==> config.mk <==
export PLATFORM = sky130hd
export DESIGN_NAME = sseg_scan_driver
export DESIGN_NICKNAME = d
export VERILOG_FILES = /design/src/rtl/sseg_scan_driver.sv
export SDC_FILE = /design/constraint.sdc
export NUM_CORES = 1
export LEC_CHECK = 0
export CORE_MARGIN = 2
export CORE_UTILIZATION = 44
export CTS_BUF_LIST = sky130_fd_sc_hd__clkbuf_16
export CTS_CLUSTER_DIAMETER = 150
export DETAILED_ROUTE_END_ITERATION = 10
export GPL_ROUTABILITY_DRIVEN = 0
export PLACE_DENSITY = 0.65
export SYNTH_ARGS = -nofsm -noshare
export SYNTH_HDL_FRONTEND = slang
export SYNTH_SLANG_ARGS = --single-unit
==> constraint.sdc <==
create_clock -name clk -period 5.26 [get_ports clk]
set_input_delay 1.052 -clock clk [delete_from_list [all_inputs] [get_ports clk]]
set_output_delay 1.052 -clock clk [all_outputs]
set_load 0.02 [all_outputs]
==> src/rtl/sseg_scan_driver.sv <==
// sseg_scan_driver: multiplexes a 4-digit hex value onto a common-anode 7-segment display.
// The scan walks digits 0..3, one slot of SCAN_DIV cycles each. Every slot opens with
// BLANK_CYC cycles of all anodes off so the previous digit's segments cannot ghost.
// New data is taken in two steps: load_i latches it as pending, and it is copied to the
// display only at a frame boundary. This keeps a frame from showing a mix of old and new data.
//
// Ports:
//   clk, rst_n      clock (rising edge), asynchronous active-low reset
//   value_i[15:0]   hex value, [3:0] = digit 0 (rightmost)
//   dp_i[3:0]       decimal-point mask, bit n = digit n
//   load_i          one-cycle strobe capturing value_i/dp_i as pending data
//   blank_lz_i      blank leading zero digits (digit 0 always shown)
//   enable_i        0 = display dark, scan keeps running
//   load_ack_o      one-cycle pulse when pending data is committed
//   sseg_o[7:0]     {dp,g,f,e,d,c,b,a}, registered
//   anodes[3:0]     digit select, bit n = digit n, registered
module sseg_scan_driver #(
  parameter int unsigned SCAN_DIV   = 50000,
  parameter int unsigned BLANK_CYC  = 16,
  parameter int unsigned SEG_ACT_LO = 1,
  parameter int unsigned AN_ACT_LO  = 1
) (
  input  logic        clk,
  input  logic        rst_n,
  input  logic [15:0] value_i,
  input  logic [3:0]  dp_i,
  input  logic        load_i,
  input  logic        blank_lz_i,
  input  logic        enable_i,
  output logic        load_ack_o,
  output logic [7:0]  sseg_o,
  output logic [3:0]  anodes
);

  localparam int unsigned PW = (SCAN_DIV > 1) ? $clog2(SCAN_DIV) : 1;
  localparam logic [PW-1:0] PresMax = PW'(SCAN_DIV - 1);
  localparam logic [7:0] SegOff = (SEG_ACT_LO != 0) ? 8'hFF : 8'h00;
  localparam logic [3:0] AnOff  = (AN_ACT_LO != 0) ? 4'hF : 4'h0;

  // Active-low {g,f,e,d,c,b,a} pattern for one hex digit.
  function automatic logic [6:0] hex_lo(input logic [3:0] d);
    logic [6:0] s;
    unique case (d)
      4'h0: s = 7'h40;
      4'h1: s = 7'h79;
      4'h2: s = 7'h24;
      4'h3: s = 7'h30;
      4'h4: s = 7'h19;
      4'h5: s = 7'h12;
      4'h6: s = 7'h02;
      4'h7: s = 7'h78;
      4'h8: s = 7'h00;
      4'h9: s = 7'h10;
      4'hA: s = 7'h08;
      4'hB: s = 7'h03;
      4'hC: s = 7'h46;
      4'hD: s = 7'h21;
      4'hE: s = 7'h06;
      default: s = 7'h0E;
    endcase
    return s;
  endfunction

  logic [PW-1:0] presc_q, presc_d;
  logic [1:0]    idx_q, idx_d;
  logic [15:0]   disp_val_q, disp_val_d;
  logic [3:0]    disp_dp_q, disp_dp_d;
  logic [15:0]   pend_val_q, pend_val_d;
  logic [3:0]    pend_dp_q, pend_dp_d;
  logic          pend_v_q, pend_v_d;
  logic          ack_q, ack_d;
  logic [7:0]    sseg_q, sseg_d;
  logic [3:0]    an_q, an_d;

  logic       tick;
  logic       commit;
  logic       in_gap;
  logic [3:0] digit;
  logic [3:0] lz_vec;
  logic       dig_blank;
  logic [7:0] seg_lo;
  logic [3:0] an_oh;

  always_comb begin
    tick   = (presc_q == PresMax);
    commit = tick && (idx_q == 2'd3) && pend_v_q;
    in_gap = (32'(presc_q) < BLANK_CYC);

    presc_d = tick ? '0 : presc_q + 1'b1;
    idx_d   = tick ? idx_q + 2'd1 : idx_q;

    disp_val_d = disp_val_q;
    disp_dp_d  = disp_dp_q;
    pend_val_d = pend_val_q;
    pend_dp_d  = pend_dp_q;
    pend_v_d   = pend_v_q;
    ack_d      = commit;
    if (commit) begin
      disp_val_d = pend_val_q;
      disp_dp_d  = pend_dp_q;
      pend_v_d   = 1'b0;
    end
    // A load in the commit cycle becomes the next pending item, not a lost one.
    if (load_i) begin
      pend_val_d = value_i;
      pend_dp_d  = dp_i;
      pend_v_d   = 1'b1;
    end

    unique case (idx_q)
      2'd0:    digit = disp_val_q[3:0];
      2'd1:    digit = disp_val_q[7:4];
      2'd2:    digit = disp_val_q[11:8];
      default: digit = disp_val_q[15:12];
    endcase

    // Digit n is a leading zero when it and every higher digit are zero.
    lz_vec[3] = (disp_val_q[15:12] == 4'h0);
    lz_vec[2] = lz_vec[3] && (disp_val_q[11:8] == 4'h0);
    lz_vec[1] = lz_vec[2] && (disp_val_q[7:4] == 4'h0);
    lz_vec[0] = 1'b0;
    dig_blank = blank_lz_i && lz_vec[idx_q];

    seg_lo[6:0] = dig_blank ? 7'h7F : hex_lo(digit);
    seg_lo[7]   = ~disp_dp_q[idx_q];

    sseg_d = (SEG_ACT_LO != 0) ? seg_lo : ~seg_lo;
    if (!enable_i) sseg_d = SegOff;

    an_oh = 4'b0001 << idx_q;
    if (!enable_i || in_gap) begin
      an_d = AnOff;
    end else begin
      an_d = (AN_ACT_LO != 0) ? ~an_oh : an_oh;
    end
  end

  always_ff @(posedge clk or negedge rst_n) begin
    if (!rst_n) begin
      presc_q    <= '0;
      idx_q      <= 2'd0;
      disp_val_q <= 16'h0000;
      disp_dp_q  <= 4'h0;
      pend_val_q <= 16'h0000;
      pend_dp_q  <= 4'h0;
      pend_v_q   <= 1'b0;
      ack_q      <= 1'b0;
      sseg_q     <= SegOff;
      an_q       <= AnOff;
    end else begin
      presc_q    <= presc_d;
      idx_q      <= idx_d;
      disp_val_q <= disp_val_d;
      disp_dp_q  <= disp_dp_d;
      pend_val_q <= pend_val_d;
      pend_dp_q  <= pend_dp_d;
      pend_v_q   <= pend_v_d;
      ack_q      <= ack_d;
      sseg_q     <= sseg_d;
      an_q       <= an_d;
    end
  end

  assign load_ack_o = ack_q;
  assign sseg_o     = sseg_q;
  assign anodes     = an_q;

endmodule
---- After elaboration in Yosys (flattened, before gate mapping) ----
Memories as Yosys holds them, arrays and structs flattened.
Cells that the tools add are included.
operators by class
  reduce and logical (&&, ||, !) cells .... 12
  $lt $le $gt $ge ......................... 2
  equal/unequal tests ..................... 4
  add/subtract/negate cells ............... 2
  shifts and indexed selects .............. 1
  bitwise logic cells ..................... 2
  mux-type cells .......................... 11
operators with widths
  kind                   count
  $add 16x1->16 const B  1
  $eq 16x16->1 const B   1
  $lt 16x5->1 const B    1
  $mux 16                1
  $logic_not 4->1        3
  $pmux 4 s3             1
  $mux 8                 1
  $mux 7                 1
  $logic_and 1x1->1      5
  $bmux 1 s2             2
  $eq 2x2->1 const B     2
  $mux 1                 4
  $mux 4                 1
  $not 4->4              1
  $shl 1x2->4 const A    1
  $lt 2x3->1 const B     1
  $add 2x1->2 const B    1
  $eq 2x1->1 const B     1
  $logic_not 2->1        1
  $reduce_bool 2->1      1
  $logic_not 1->1        1
  $logic_or 1x1->1       1
  $not 1->1              1
word-level totals
  output and inout bits ................... 13
  memories kept ........................... 1
  bits in registers ....................... 72
  logic and storage cells ................. 45
  ROM bits ................................ 112
memory list
  memory            words  bits a word  read ports  clocked after Yosys merged registers in  wr ports  line  text
  (name not given)  16     7            1           0                                        0         43    unique case (d)

---- Longest topological paths before layout ----
  depth in word-level cells ............... 8
  mapped depth ............................ 11
  gate-level depth less buffers ........... 11

---- Least setup slack after synthesis ----
OpenSTA, ideal clock, no wires.
  kind .................................... flip-flop to flip-flop
  from .................................... register idx_q[0]
  to ...................................... register sseg_q[3], in the netlist sseg_o[3]
  required time ........................... 5.156 ns
  setup time .............................. 0.104 ns
  data arrival time ....................... 2.016 ns
  slack ................................... 3.140 ns
  cell stages (with the launch flop) ...... 12
  clock period less this slack ............ 2.120 ns
  cell sequence ........................... dfrtp_1 -> inv_1 -> ha_1 -> a22oi_1 -> nand2_1 -> mux2i_1 -> inv_1 -> ha_1 -> inv_1 -> o21ai_0 -> a21oi_1 -> o21ai_0
between the ends
  cells in the longest elaborated chain, start to end .. 5
RTL lines
  item                                               line      text
  from (decl)                                        65        logic [1:0] idx_q, idx_d;
  from (signal assigned)                             152       idx_q <= idx_d;
  $eq 2x2->1 (tied with other cells)                 110       unique case (idx_q)
  $pmux 4 s3 or $mux 1 (tied branches)               110, 122
  $mem_v2 16x7 or $logic_and 1x1->1 (tied branches)  n/a
  $mux 7 (*)                                         124       seg_lo[6:0] = dig_blank ? 7'h7F : hex_lo(digit);
  $mux 8 (*)                                         128       if (!enable_i) sseg_d = SegOff;
  via sseg_d[3]                                      72        logic [7:0] sseg_q, sseg_d;
  to (signal assigned)                               148       sseg_q <= SegOff;
  to (signal assigned)                               159       sseg_q <= sseg_d;
  to (decl)                                          72
Mark *: on every way through the listed nets, which the timed path passes. The rest lies on a longest branch. The select of a mux whose other input is x is not followed.
A chain may end at the register's enable or synchronous reset.

---- Final worst setup path ----
  from .................................... register presc_q[10]
  to ...................................... register disp_dp_q[2]
between the ends
  cells in the longest elaborated chain, start to end .. 3
RTL lines
  item                            line  text
  from (decl)                     64    logic [PW-1:0] presc_q, presc_d;
  from (signal assigned)          151   presc_q <= presc_d;
  $eq 16x16->1                    85    tick = (presc_q == PresMax);
  $logic_and 1x1->1 (2 in a row)  86    commit = tick && (idx_q == 2'd3) && pend_v_q;
  to (signal assigned)            154   disp_dp_q <= disp_dp_d;
  to (decl)                       67    logic [3:0] disp_dp_q, disp_dp_d;
Every way passes these cells.

==> results.json <==
{
  "finalMaxSlewViolations": 0,
  "power_density_nw_per_um2": 339,
  "final_cell_area_um2": 4100,
  "yosys_warnings": 0,
  "drc_errors": 0,
  "clock-sinks": 72,
  "end_kind": "register",
  "r2r-start": "presc_q[10]",
  "netSwitchingFraction_pct": 19.3,
  "r2r_slack_ns": 2.30,
  "combPwrFrac_pct": 4.4,
  "grt_max_degree": 73,
  "reg2reg_depth": 5,
  "setup_viol": 0,
  "grt_antenna_before_repair": 0,
  "cts.reportedPaths.clkPinSlew_ns": 0.06,
  "p_total_uw": 1390,
  "vias_per_cell": 5.06,
  "yosysTopAreaCell": "dfrtp_1",
  "syn_avg_cell_area_um2": 12.9,
  "die_w_um": 90.3,
  "grt_first_pass_wirelength_um": 9810,
  "syn2layout_area_growth_pct": 25.1,
  "dr.pass1.iters": 4,
  "netlist_top_cells_count": "dfrtp_1, mux2_2, mux2_4, nand2_1, nor2_1",
  "rr_endpoint": "disp_dp_q[2]",
  "power.leakage_uw": 0.00183,
  "port_buffers": 37,
  "period_needed_ns": 2.96,
  "fmax_ghz": 0.338,
  "ys.flop_type": "dfrtp_1",
  "num-fill-cells": 615,
  "die_height_um": 90.3,
  "die-area_um2": 8150,
  "vias": 2022,
  "hold_class": "register to register",
  "syn-num-nets": 291,
  "ys_ff_latch": 72,
  "async_reset_ff_share_pct": 100,
  "clk_latency_ns": 0.33,
  "ios": 38,
  "status": "finished, final reports clean",
  "grt_overflow_total": 0,
  "crit_required_ns": 5.47,
  "hold_buffers": 0,
  "p_clk_share_pct": 53.6,
  "switching_power_uw": 268,
  "h-tree-depth": 3,
  "numCtsBuffers": 9,
  "n_antenna_cell": 0,
  "cts_resized": 0,
  "ir_drop_mv": 0.205,
  "path_class": "register to register",
  "syn_inst": 254,
  "worstMarginPinSlew_ns": 0.961,
  "cts_buffer_depth": 2,
  "fp-row-count": 31,
  "grt_setup_unrepaired": "no",
  "hp-start": "presc_q[0]",
  "whs_path_depth": 1,
  "cts_tree": "done",
  "worstPathArrival_ns": 3.16,
  "fin_crit_sh_pct": 56.2,
  "finalWirelength_um": 5690,
  "final.setup.tns_ns": 0,
  "hold_viol_final": 0,
  "place_area_um2": 3730,
  "synth-edff-count": 0,
  "pwr-share-seq_pct": 42.0,
  "drtIter0Drc": 177,
  "maxSlewHeadroom_pct": 34.1,
  "hpwl_um": 3850,
  "synth_top_area_share_pct": 45.8,
  "post-cts-setup-buffer-count": 0,
  "ys_types": 35,
  "drive_gt1_share_pct": 24.9,
  "cp_max_fo": 21,
  "ctsRootBufferMaster": "clkbuf_16",
  "num-nets-final": 333,
  "grt_pass1_vias": 1972,
  "synth_area_leaders": "dfrtp_1, dfstp_2, mux2_4",
  "grt_use_total_pct": 15.4,
  "finalHoldWorstSlack_ns": 0.487,
  "start_util_pct": 45.4,
  "ant_nets": 0,
  "routedWlPerCell_um": 14.2,
  "cap_violations": 0,
  "syn_area_um2": 3280,
  "yosysMostFrequentCell": "dfrtp_1",
  "skew_ns": 0.00924,
  "hold_end": "presc_q[0]",
  "yosysSeqAreaShare_pct": 55.4,
  "p_int_uw": 1120,
  "core_um2": 7210,
  "critPathLaunchType": "register"
}
-- worst max-delay path, stage by stage, from the launching register on --
cell     delay (ns)
dfrtp_1        0.44
nor4_2         0.32
nand2_1        0.13
nor4_4         0.71
nand3_2        0.70
mux2_4         0.52
-- final cells by class --
class                      instances  area (µm²)  share of cell area [%]
inverter                          14        52.6                    1.28
tap                               99         124                    3.02
clock buffer                       9         225                    5.49
sequential                        72        1820                    44.3
multi-input combinational        161        1370                    33.3
clock inverter                     7         143                    3.48
timing repair buffer              38         373                    9.09
-- layer usage --
layer  track usage [%]  part of all wire, %  up-vias
li1                  -                    -      974
met1              22.0                   50      987
met2              21.1                   44       51
met3              5.09                  4.6       10
met4              7.69                  1.9        0
met5                 0                    0        -
-- worst max path at each step --
stage | from | end | slack, ns | cells past startpoint
4_1_cts | presc_q[10] | disp_dp_q[2] | 2.29 | 5
5_1_grt | presc_q[10] | disp_val_q[0] | 2.07 | 5
3_3_place_gp | presc_q[10] | disp_val_q[6] | 2.36 | 5
6_report | presc_q[10] | disp_dp_q[2] | 2.30 | 5
2_1_floorplan | idx_q[0] | sseg_o[3] | 3.14 | 11
3_5_place_dp | presc_q[10] | disp_dp_q[2] | 2.31 | 5
-- registers in the layout (all words and copies together) (netlist names) --
signal	count
disp_val_q	16
pend_val_q	16
presc_q	16
sseg_o	8
anodes	4
disp_dp_q	4
pend_dp_q	4
idx_q	2
load_ack_o	1
pend_v_q	1
-- power by group through the flow --
stage	combinational, µW	sequential [µW]	clock [µW]
floorplan	21.6	594	0
global placement	61.8	593	0
detailed placement	62.3	594	0
CTS	62.6	584	760
global route	67.3	586	784
finish	60.9	584	746
-- stage by stage --
stage	util (%)	setup WS (ns)	instances
after global placement	51.7	2.36	384
after global routing	56.8	2.07	400
after detailed placement	51.7	2.31	384
after CTS	56.8	2.29	400
final	56.8	2.30	400
after floorplan	-	3.14	254
-- logic make-up after synthesis --
kind of cell / share of synthesized area (%)
and+or+nand+nor: 9.58
DFF: 55.4
muxes: 18.5
buffers and inverters: 2.86
AOI/OAI and AO/OA: 5.31
xor gates and xnor gates: 3.74
adders and majority gates: 4.58
-- placed cells by master (no fill, tap or decap), types with 4 or more instances in the layout --
| cell type | instances |
|---|---|
| dfrtp_1 | 60 |
| clkdlybuf4s50_1 | 36 |
| mux2_2 | 22 |
| nand2_1 | 19 |
| mux2_4 | 19 |
| nor2_1 | 15 |
| inv_1 | 14 |
| ha_1 | 12 |
| dfstp_2 | 12 |
| nand3_1 | 9 |
| xnor2_1 | 9 |
| clkbuf_16 | 9 |
| o21ai_0 | 8 |
| mux2i_1 | 5 |
| a21oi_1 | 5 |
| nor4_1 | 5 |
| xor2_1 | 5 |
| bufinv_16 | 4 |
Power figures use the tool's default switching activity.
